--- src/rtl/lc3b_types.sv ---
// LC-3b shared types: opcodes, register/offset widths and the decoded-instruction
// field bundle produced by ir_field_decode.
package lc3b_types;

   typedef enum logic [3:0] {
      op_br   = 4'b0000,
      op_add  = 4'b0001,
      op_ldb  = 4'b0010,
      op_stb  = 4'b0011,
      op_jsr  = 4'b0100,
      op_and  = 4'b0101,
      op_ldr  = 4'b0110,
      op_str  = 4'b0111,
      op_rti  = 4'b1000,
      op_not  = 4'b1001,
      op_ldi  = 4'b1010,
      op_sti  = 4'b1011,
      op_jmp  = 4'b1100,
      op_shf  = 4'b1101,
      op_lea  = 4'b1110,
      op_trap = 4'b1111
   } lc3b_opcode;

   typedef logic [2:0]  lc3b_reg;
   typedef logic [5:0]  lc3b_offset6;
   typedef logic [8:0]  lc3b_offset9;
   typedef logic [10:0] lc3b_offset11;
   typedef logic [7:0]  lc3b_byte;
   typedef logic [15:0] lc3b_word;

   localparam lc3b_reg R7 = 3'b111;

   typedef struct packed {
      lc3b_opcode   opcode;
      lc3b_reg      dest;
      lc3b_reg      src1;
      lc3b_reg      src2;
      logic         imm;
      logic [4:0]   imm5;
      lc3b_word     imm4;
      lc3b_offset6  offset6;
      lc3b_offset9  offset9;
      lc3b_offset11 offset11;
      lc3b_byte     trap8;
      logic         bit11;
      logic         bit4;
   } lc3b_ir_fields;

endpackage

--- src/rtl/ir_field_decode.sv ---
// Combinational LC-3b field extractor; TRAP and JSR/JSRR write the link register,
// so dest is forced to R7 for those opcodes.
module ir_field_decode
   import lc3b_types::*;
(
   input  lc3b_word      i_word,
   output lc3b_ir_fields o_fields
);

   lc3b_opcode w_opcode;

   assign w_opcode = lc3b_opcode'(i_word[15:12]);

   always_comb begin
      o_fields          = '0;
      o_fields.opcode   = w_opcode;
      o_fields.dest     = ((w_opcode == op_trap) || (w_opcode == op_jsr)) ? R7 : i_word[11:9];
      o_fields.src1     = i_word[8:6];
      o_fields.src2     = i_word[2:0];
      o_fields.imm      = i_word[5];
      o_fields.imm5     = i_word[4:0];
      o_fields.imm4     = {12'h000, i_word[3:0]};
      o_fields.offset6  = i_word[5:0];
      o_fields.offset9  = i_word[8:0];
      o_fields.offset11 = i_word[10:0];
      o_fields.trap8    = i_word[7:0];
      o_fields.bit11    = i_word[11];
      o_fields.bit4     = i_word[4];
   end

endmodule

--- src/rtl/ir_queue.sv ---
// LC-3b instruction buffer: DEPTH-entry register FIFO of {pc, instr} with a decoded head.
// Optional IR_QUEUE_BYPASS_EN lets an instruction reach the outputs combinationally when empty.
module ir_queue
   import lc3b_types::*;
#(
   parameter int DEPTH = 4,
   parameter int PC_W  = 16
)(
   input  logic                         clk,
   input  logic                         rst_n,
   input  logic                         in_valid,
   output logic                         in_ready,
   input  logic [15:0]                  in_instr,
   input  logic [PC_W-1:0]              in_pc,
   output logic                         out_valid,
   input  logic                         out_ready,
   output logic [PC_W-1:0]              out_pc,
   output lc3b_opcode                   opcode,
   output lc3b_reg                      dest,
   output lc3b_reg                      src1,
   output lc3b_reg                      src2,
   output logic                         imm,
   output logic [4:0]                   imm5,
   output lc3b_word                     imm4,
   output lc3b_offset6                  offset6,
   output lc3b_offset9                  offset9,
   output lc3b_offset11                 offset11,
   output lc3b_byte                     trap8,
   output logic                         bit11,
   output logic                         bit4,
   input  logic                         flush,
   output logic [$clog2(DEPTH+1)-1:0]   count
);

   localparam int PTR_W = (DEPTH > 1) ? $clog2(DEPTH) : 1;
   localparam int CNT_W = $clog2(DEPTH+1);

   logic [15:0]     r_instr [DEPTH];
   logic [PC_W-1:0] r_pc    [DEPTH];
   logic [PTR_W-1:0] r_wptr, r_rptr;
   logic [CNT_W-1:0] r_count;

   logic            w_bypass;
   logic            w_push, w_pop, w_wr, w_rd;
   lc3b_word        w_head_word;
   logic [PC_W-1:0] w_head_pc;
   lc3b_ir_fields   w_fields;

`ifdef IR_QUEUE_BYPASS_EN
   assign w_bypass = (r_count == '0) && in_valid && !flush;
`else
   assign w_bypass = 1'b0;
`endif

   assign in_ready  = (r_count < CNT_W'(DEPTH)) && !flush;
   assign out_valid = (r_count != '0) || w_bypass;
   assign w_push    = in_valid && in_ready;
   assign w_pop     = out_valid && out_ready;
   // A bypassed instruction taken the same cycle never touches storage.
   assign w_wr      = w_push && !(w_bypass && out_ready);
   assign w_rd      = w_pop && !w_bypass;

   always_comb begin
      w_head_word = '0;
      w_head_pc   = '0;
      if (w_bypass) begin
         w_head_word = in_instr;
         w_head_pc   = in_pc;
      end else if (r_count != '0) begin
         w_head_word = r_instr[r_rptr];
         w_head_pc   = r_pc[r_rptr];
      end
   end

   always_ff @(posedge clk or negedge rst_n) begin
      if (!rst_n) begin
         r_wptr  <= '0;
         r_rptr  <= '0;
         r_count <= '0;
      end else if (flush) begin
         r_wptr  <= '0;
         r_rptr  <= '0;
         r_count <= '0;
      end else begin
         if (w_wr)
            r_wptr <= (r_wptr == PTR_W'(DEPTH-1)) ? '0 : r_wptr + 1'b1;
         if (w_rd)
            r_rptr <= (r_rptr == PTR_W'(DEPTH-1)) ? '0 : r_rptr + 1'b1;
         if (w_wr && !w_rd)
            r_count <= r_count + 1'b1;
         else if (w_rd && !w_wr)
            r_count <= r_count - 1'b1;
      end
   end

   always_ff @(posedge clk) begin
      if (w_wr && !flush) begin
         r_instr[r_wptr] <= in_instr;
         r_pc[r_wptr]    <= in_pc;
      end
   end

   ir_field_decode u_decode (
      .i_word   (w_head_word),
      .o_fields (w_fields)
   );

   assign out_pc   = w_head_pc;
   assign opcode   = w_fields.opcode;
   assign dest     = w_fields.dest;
   assign src1     = w_fields.src1;
   assign src2     = w_fields.src2;
   assign imm      = w_fields.imm;
   assign imm5     = w_fields.imm5;
   assign imm4     = w_fields.imm4;
   assign offset6  = w_fields.offset6;
   assign offset9  = w_fields.offset9;
   assign offset11 = w_fields.offset11;
   assign trap8    = w_fields.trap8;
   assign bit11    = w_fields.bit11;
   assign bit4     = w_fields.bit4;
   assign count    = r_count;

endmodule

--- config.mk ---
export PLATFORM = sky130hd
export DESIGN_NAME = ir_queue
export DESIGN_NICKNAME = d
export VERILOG_FILES = /design/src/rtl/lc3b_types.sv /design/src/rtl/ir_field_decode.sv /design/src/rtl/ir_queue.sv
export SDC_FILE = /design/constraint.sdc
export NUM_CORES = 1
export LEC_CHECK = 0
export CAP_MARGIN = 20
export CORE_ASPECT_RATIO = 1.4
export CORE_MARGIN = 10
export CORE_UTILIZATION = 45
export DETAILED_ROUTE_END_ITERATION = 7
export PLACE_DENSITY = 0.78
export SYNTH_ARGS = -nofsm -noshare
export SYNTH_HDL_FRONTEND = slang
export SYNTH_SLANG_ARGS = --single-unit
--- constraint.sdc ---
create_clock -name clk -period 2.4 [get_ports clk]
set_clock_uncertainty 0.05 [all_clocks]
set_input_delay 0.6 -clock clk [delete_from_list [all_inputs] [get_ports clk]]
set_output_delay 0.6 -clock clk [all_outputs]
set_load 0.05 [all_outputs]
-- Word level (Yosys, flattened, before mapping)
Memories as Yosys holds them, arrays and structs flattened.
Cells that the tools add are included.
- memories kept: 2
- output and inout bits: 92
- memory bits (writable): 128
- bits of input ports: 37
- flip-flop bits (word level): 7
- $add $sub $neg: 4
- equality and inequality tests: 4
- muxes and demuxes: 14
- $lt $le $gt $ge: 1
- reductions and logical operators: 14
- memory list (name ; depth ; bits a word ; read ports ; clocked after memory_dff ; write ports ; line ; source):
    r_instr ; 4 ; 16 ; 1 ; 0 ; 1 ; ir_queue.sv:38 ; logic [15:0] r_instr [DEPTH];
    r_pc ; 4 ; 16 ; 1 ; 0 ; 1 ; ir_queue.sv:39 ; logic [PC_W-1:0] r_pc [DEPTH];
- operators by type and width (operator ; count):
    two-way mux 16 bit ; 2
    two-way mux 2 bit ; 6
    two-way mux 3 bit ; 4
    logical AND 1 bit ; 6
    nonzero test 3 bit ; 2
    adder 2 x 1 -> 2 bit (second input constant) ; 2
    == test 2 bit (second input constant) ; 2
    == test 4 x 3 -> 1 bit (second input constant) ; 1
    == test 4 bit (second input constant) ; 1
    nonzero test 2 bit ; 2
    adder 3 x 1 -> 3 bit (second input constant) ; 1
    logical NOT 1 bit ; 3
    less-than comparator 3 bit (second input constant) ; 1
    subtractor 3 x 1 -> 3 bit (second input constant) ; 1
    two-way mux 1 bit ; 2
    logical OR 1 bit ; 1

-- Logic depth before layout (Yosys ltp)
- word-level depth: 8
- mapped depth: 8
- gate-level depth less buffers: 7

-- By module
A second synthesis with hierarchy kept.
- cell total of the unflattened synthesis: 336
- area, all modules: 5929.4 um^2
- modules (own cells, without submodules) (module ; times used ; seq. area each (um^2) ; cells an instance ; area each (um^2)):
    ir_queue ; 1 ; 4018.9 ; 262 ; 5372.7
    ir_field_decode ; 1 ; 0.0 ; 74 ; 556.8

-- Worst setup path after synthesis
No wires, ideal clock.
- path kind: register to output
- from: reg r_count[2] (netlist: count[2])
- to: out out_pc[10]
- arrival time: 2.255 ns
- slack: -0.505 ns
- required time: 1.750 ns
- path buffers: 2
- stages on the path, launching flop included: 5
- path through: dfrtp_1 or3_1 clkbuf_1 clkbuf_1 and2_1
- longest elaborated chain between the ends: 2
- RTL lines (what ; line ; source):
    start: declaration ; ir_queue.sv:41 ; logic [CNT_W-1:0] r_count;
    start signal: assignment ; ir_queue.sv:90 ; r_count <= r_count + 1'b1;
    start signal: assignment ; ir_queue.sv:92 ; r_count <= r_count - 1'b1;
    nonzero test 3 bit ; -- ;
    via out_valid ; ir_queue.sv:15 ; output logic out_valid,
    two-way mux 16 bit ; ir_queue.sv:69 ; end else if (r_count != '0) begin
    end: declaration ; ir_queue.sv:17 ; output logic [PC_W-1:0] out_pc,
The timed path passes the listed nets, and every way through them passes these cells.

-- Final worst setup path
- from: reg r_rptr[0]
- to: out dest[1]
- longest elaborated chain between the ends: 5
- elaborated cells on any way between the ends: 6
- classes of those cells: eq/ne (2); mux (2); reduce/logical (1); memory (1)
- RTL lines (what ; line ; source):
    start: declaration ; ir_queue.sv:40 ; logic [PTR_W-1:0] r_wptr, r_rptr;
    start signal: assignment ; ir_queue.sv:88 ; r_rptr <= (r_rptr == PTR_W'(DEPTH-1)) ? '0 : r_rptr + 1'b1;
    memory (4 x 16 bit) (*) ; -- ;
    two-way mux 16 bit (*) ; ir_queue.sv:69 ;
    == test 4 bit or == test 4 x 3 -> 1 bit (tied branches) ; ir_field_decode.sv:17 ; o_fields.dest = ((w_opcode == op_trap) || (w_opcode == op_jsr)) ? R7 : i_word[11:9];
    logical OR 1 bit ; ir_field_decode.sv:17 ;
    two-way mux 3 bit (*) ; ir_field_decode.sv:17 ;
    end: declaration ; ir_queue.sv:19 ; output lc3b_reg dest,
Every way passes the cells marked *; elsewhere a longest branch is shown, timed or not.

==> flow_metrics.py <==
metrics = {
    "drt": {
        "met1_length_mm": 4.22,
        "vias_per_cell": 5.14,
        "top_layer_used": "met4",
        "wl_mm": 12.2,
        "vias": 3020,
        "first_iter_violations": 156,
        "wl_per_cell_um": 20.8,
        "wl_met2_mm": 6.70,
        "drtPass1Iterations": 4,
        "drc": 0,
        "route.met3.wl_mm": 1.05,
        "antenna_left": 0,
    },
    "timing": {
        "final.period_utilization_pct": 122,
        "finalSetupViolCount": 75,
        "drv_slew": 0,
        "finalHoldViolCount": 0,
        "fmax_ghz": 0.341,
        "setup_ws_ns": -0.532,
        "rsz0062_at_grt": "yes",
        "post-route-min-period_ns": 2.93,
        "tightestPinTransition_ns": 0.509,
        "holdWs_ns": 0.404,
        "maxSlewHeadroom_pct": 66.0,
    },
    "clocking": {
        "cts_inserted_buffers": 17,
        "cts_tree": "done",
        "root_buffer": "clkbuf_16",
        "clkSinkCount": 135,
        "cts_buffer_depth": 2,
        "htree_num_levels": 4,
        "clock_latency_ns": 0.42,
        "clkSlewWorstSetupHoldPaths_ns": 0.05,
    },
    "synth": {
        "netlist.area_leader.share_pct": 67.1,
        "synthTopCellsByArea": "edfxtp_1 (67%), mux4_2 (13%), buf_4 (6.8%)",
        "ys_types": 27,
        "syn_avg_cell_area_um2": 18.3,
        "syn_inst": 313,
        "synth_commonest_cells": "edfxtp_1 (128), buf_4 (52), and2_1 (38)",
        "yosys_warnings": 0,
        "synth_edf_count": 128,
        "ys_seq_area_share_pct": 70.2,
        "yosysTopAreaCell": "edfxtp_1",
        "post-synth-top-count-cell": "edfxtp_1",
        "synth_flop_cell": "edfxtp_1",
        "synth_async_sr_flop_share_pct": 5.19,
        "synth_seq_cells": 135,
        "synthesis.area_um2": 5730,
    },
    "power_and_ir_drop": {
        "p_per_area_nw_per_um2": 1570,
        "p_leak_nw": 2.98,
        "ir_drop_v": 0.000817,
        "finalPower_mw": 13.1,
    },
    "status": {
        "status": "finished with violations",
        "violations": "setup timing",
    },
    "grt": {
        "track_usage_pct": 14.5,
        "grt_pass1_wl_mm": 19.4,
        "antenna_found_initial": 0,
        "first_global_vias": 3345,
        "gr-total-overflow": 0,
        "grt_start_max_net_pins": 24,
    },
    "placed_design": {
        "port_buffers": 116,
        "dp_slack_ns": -0.196,
        "dpl-instance-area_um2": 7600,
        "hpwl_mm": 8.60,
        "dpl.cell_count": 548,
        "gp_congestion": 0.695,
    },
    "cells_and_area": {
        "diodes": 0,
        "fin_area_um2": 8330,
        "finalNonFillerCells": 587,
        "finalNetCount": 467,
        "areaGrowthSynthToFinish_pct": 45.5,
        "drive_gt1_share_pct": 45.1,
    },
    "floorplanning": {
        "ios": 129,
        "fp.dieH_um": 153,
        "core_area_um2": 12400,
        "rows": 48,
        "die_w_um": 115,
        "initial_core_util_pct": 46.3,
        "dieArea_um2": 17700,
    },
    "setup_path": {
        "critPathCaptureType": "output pin",
        "crit_path_max_fanout": 5,
        "criticalPathCategory": "reg -> out",
        "cp.required_ns": 1.75,
        "cp-start-kind": "flop",
        "critPathArrivalTime_ns": 2.28,
    },
    "hold_path": {
        "min_path_type": "in -> async",
    },
    "job": {
        "maxCapViolations": 0,
    },
}
-- final timing paths --
kind / from / to / slack [ns] / cells past startpoint
max: r_rptr[0]$_DFFE_PN0P_ / dest[1] / -0.53 / 5
min: rst_n / count[1]$_DFFE_PN0P_ / 0.40 / 1
max reg2reg: count[2]$_DFFE_PN0P_ / count[2]$_DFFE_PN0P_ / 0.59 / 8
min reg2reg: count[0]$_DFFE_PN0P_ / count[0]$_DFFE_PN0P_ / 0.58 / 2
max in group asynchronous: rst_n / r_rptr[0]$_DFFE_PN0P_ / 1.62 / 1
min in group clk: count[0]$_DFFE_PN0P_ / count[0]$_DFFE_PN0P_ / 0.58 / 2
-- final cells by class --
cell class / instances / area [um^2]
multi-input cells: 120 / 1320
fillers: 792 / 4040
well taps: 150 / 188
inverters: 4 / 15.0
clock inverters: 15 / 160
clock buffers: 17 / 425
flip-flops and latches: 135 / 4030
repair buffers: 146 / 2190
-- cells in the final DEF (no fill, tap or decap), drive strengths merged, types with 7 or more instances in the layout --
cell type      Yosys  final
clkinv             0      9
nor2               7      7
conb               1     12
clkbuf             7     17
mux4              32     32
and2              38     38
dfrtp              7      7
buf               58    106
clkdlybuf4s50      0     38
edfxtp           128    128
-- power breakdown --
group	internal [mW]	switching [mW]
combinational	3.49	4.24
sequential	2.73	0.0715
clock	1.61	0.935
-- routing by layer --
metal | track usage (%) | up-vias
li1 | - | 1356
met1 | 15.0 | 1532
met2 | 24.9 | 110
met3 | 5.33 | 22
met4 | 7.09 | 0
met5 | 0 | -
-- per-stage QoR --
stage	utilization [%]	TNS, ns
floorplan	-	-0.814
global placement	61.5	-3.97
detailed placement	61.5	-5.12
CTS	67.2	-31.27
global route	67.3	-35.23
finish	67.3	-29.29
-- critical path, cell delays in order, from the launching register on --
cell	delay, ns
dfrtp_2	0.42
mux4_2	0.53
or3_4	0.41
a21boi_4	0.18
o21a_2	0.18
buf_12	0.14
-- logic make-up (layout without fill, tap and decap cells) --
| family | Yosys count | after routing | share of synthesized area, % |
|---|---|---|---|
| flip-flops | 135 | 135 | 70.2 |
| buffers and inverters | 69 | 182 | 8.17 |
| AND/OR/NAND/NOR | 57 | 57 | 5.88 |
| multiplexers | 32 | 32 | 12.6 |
| AO/OA/AOI/OAI | 12 | 12 | 1.51 |
| adder cells (fa/ha/maj) | 6 | 6 | 1.44 |
| other | 1 | 12 | 0.0655 |
| XOR/XNOR | 1 | 1 | 0.153 |
-- what timing repair did --
action	CTS	global route
setup endpoints to repair	75	76
pin swaps	4	1
hold buffers	0	0
gates resized for setup	12	3
setup buffers	5	1
gates cloned	1	0
-- state kept, by name (all words and copies together) (netlist names) --
signal / count
r_instr: 64
r_pc: 64
count: 3
r_rptr: 2
r_wptr: 2
(Power assumes the default switching activity.)
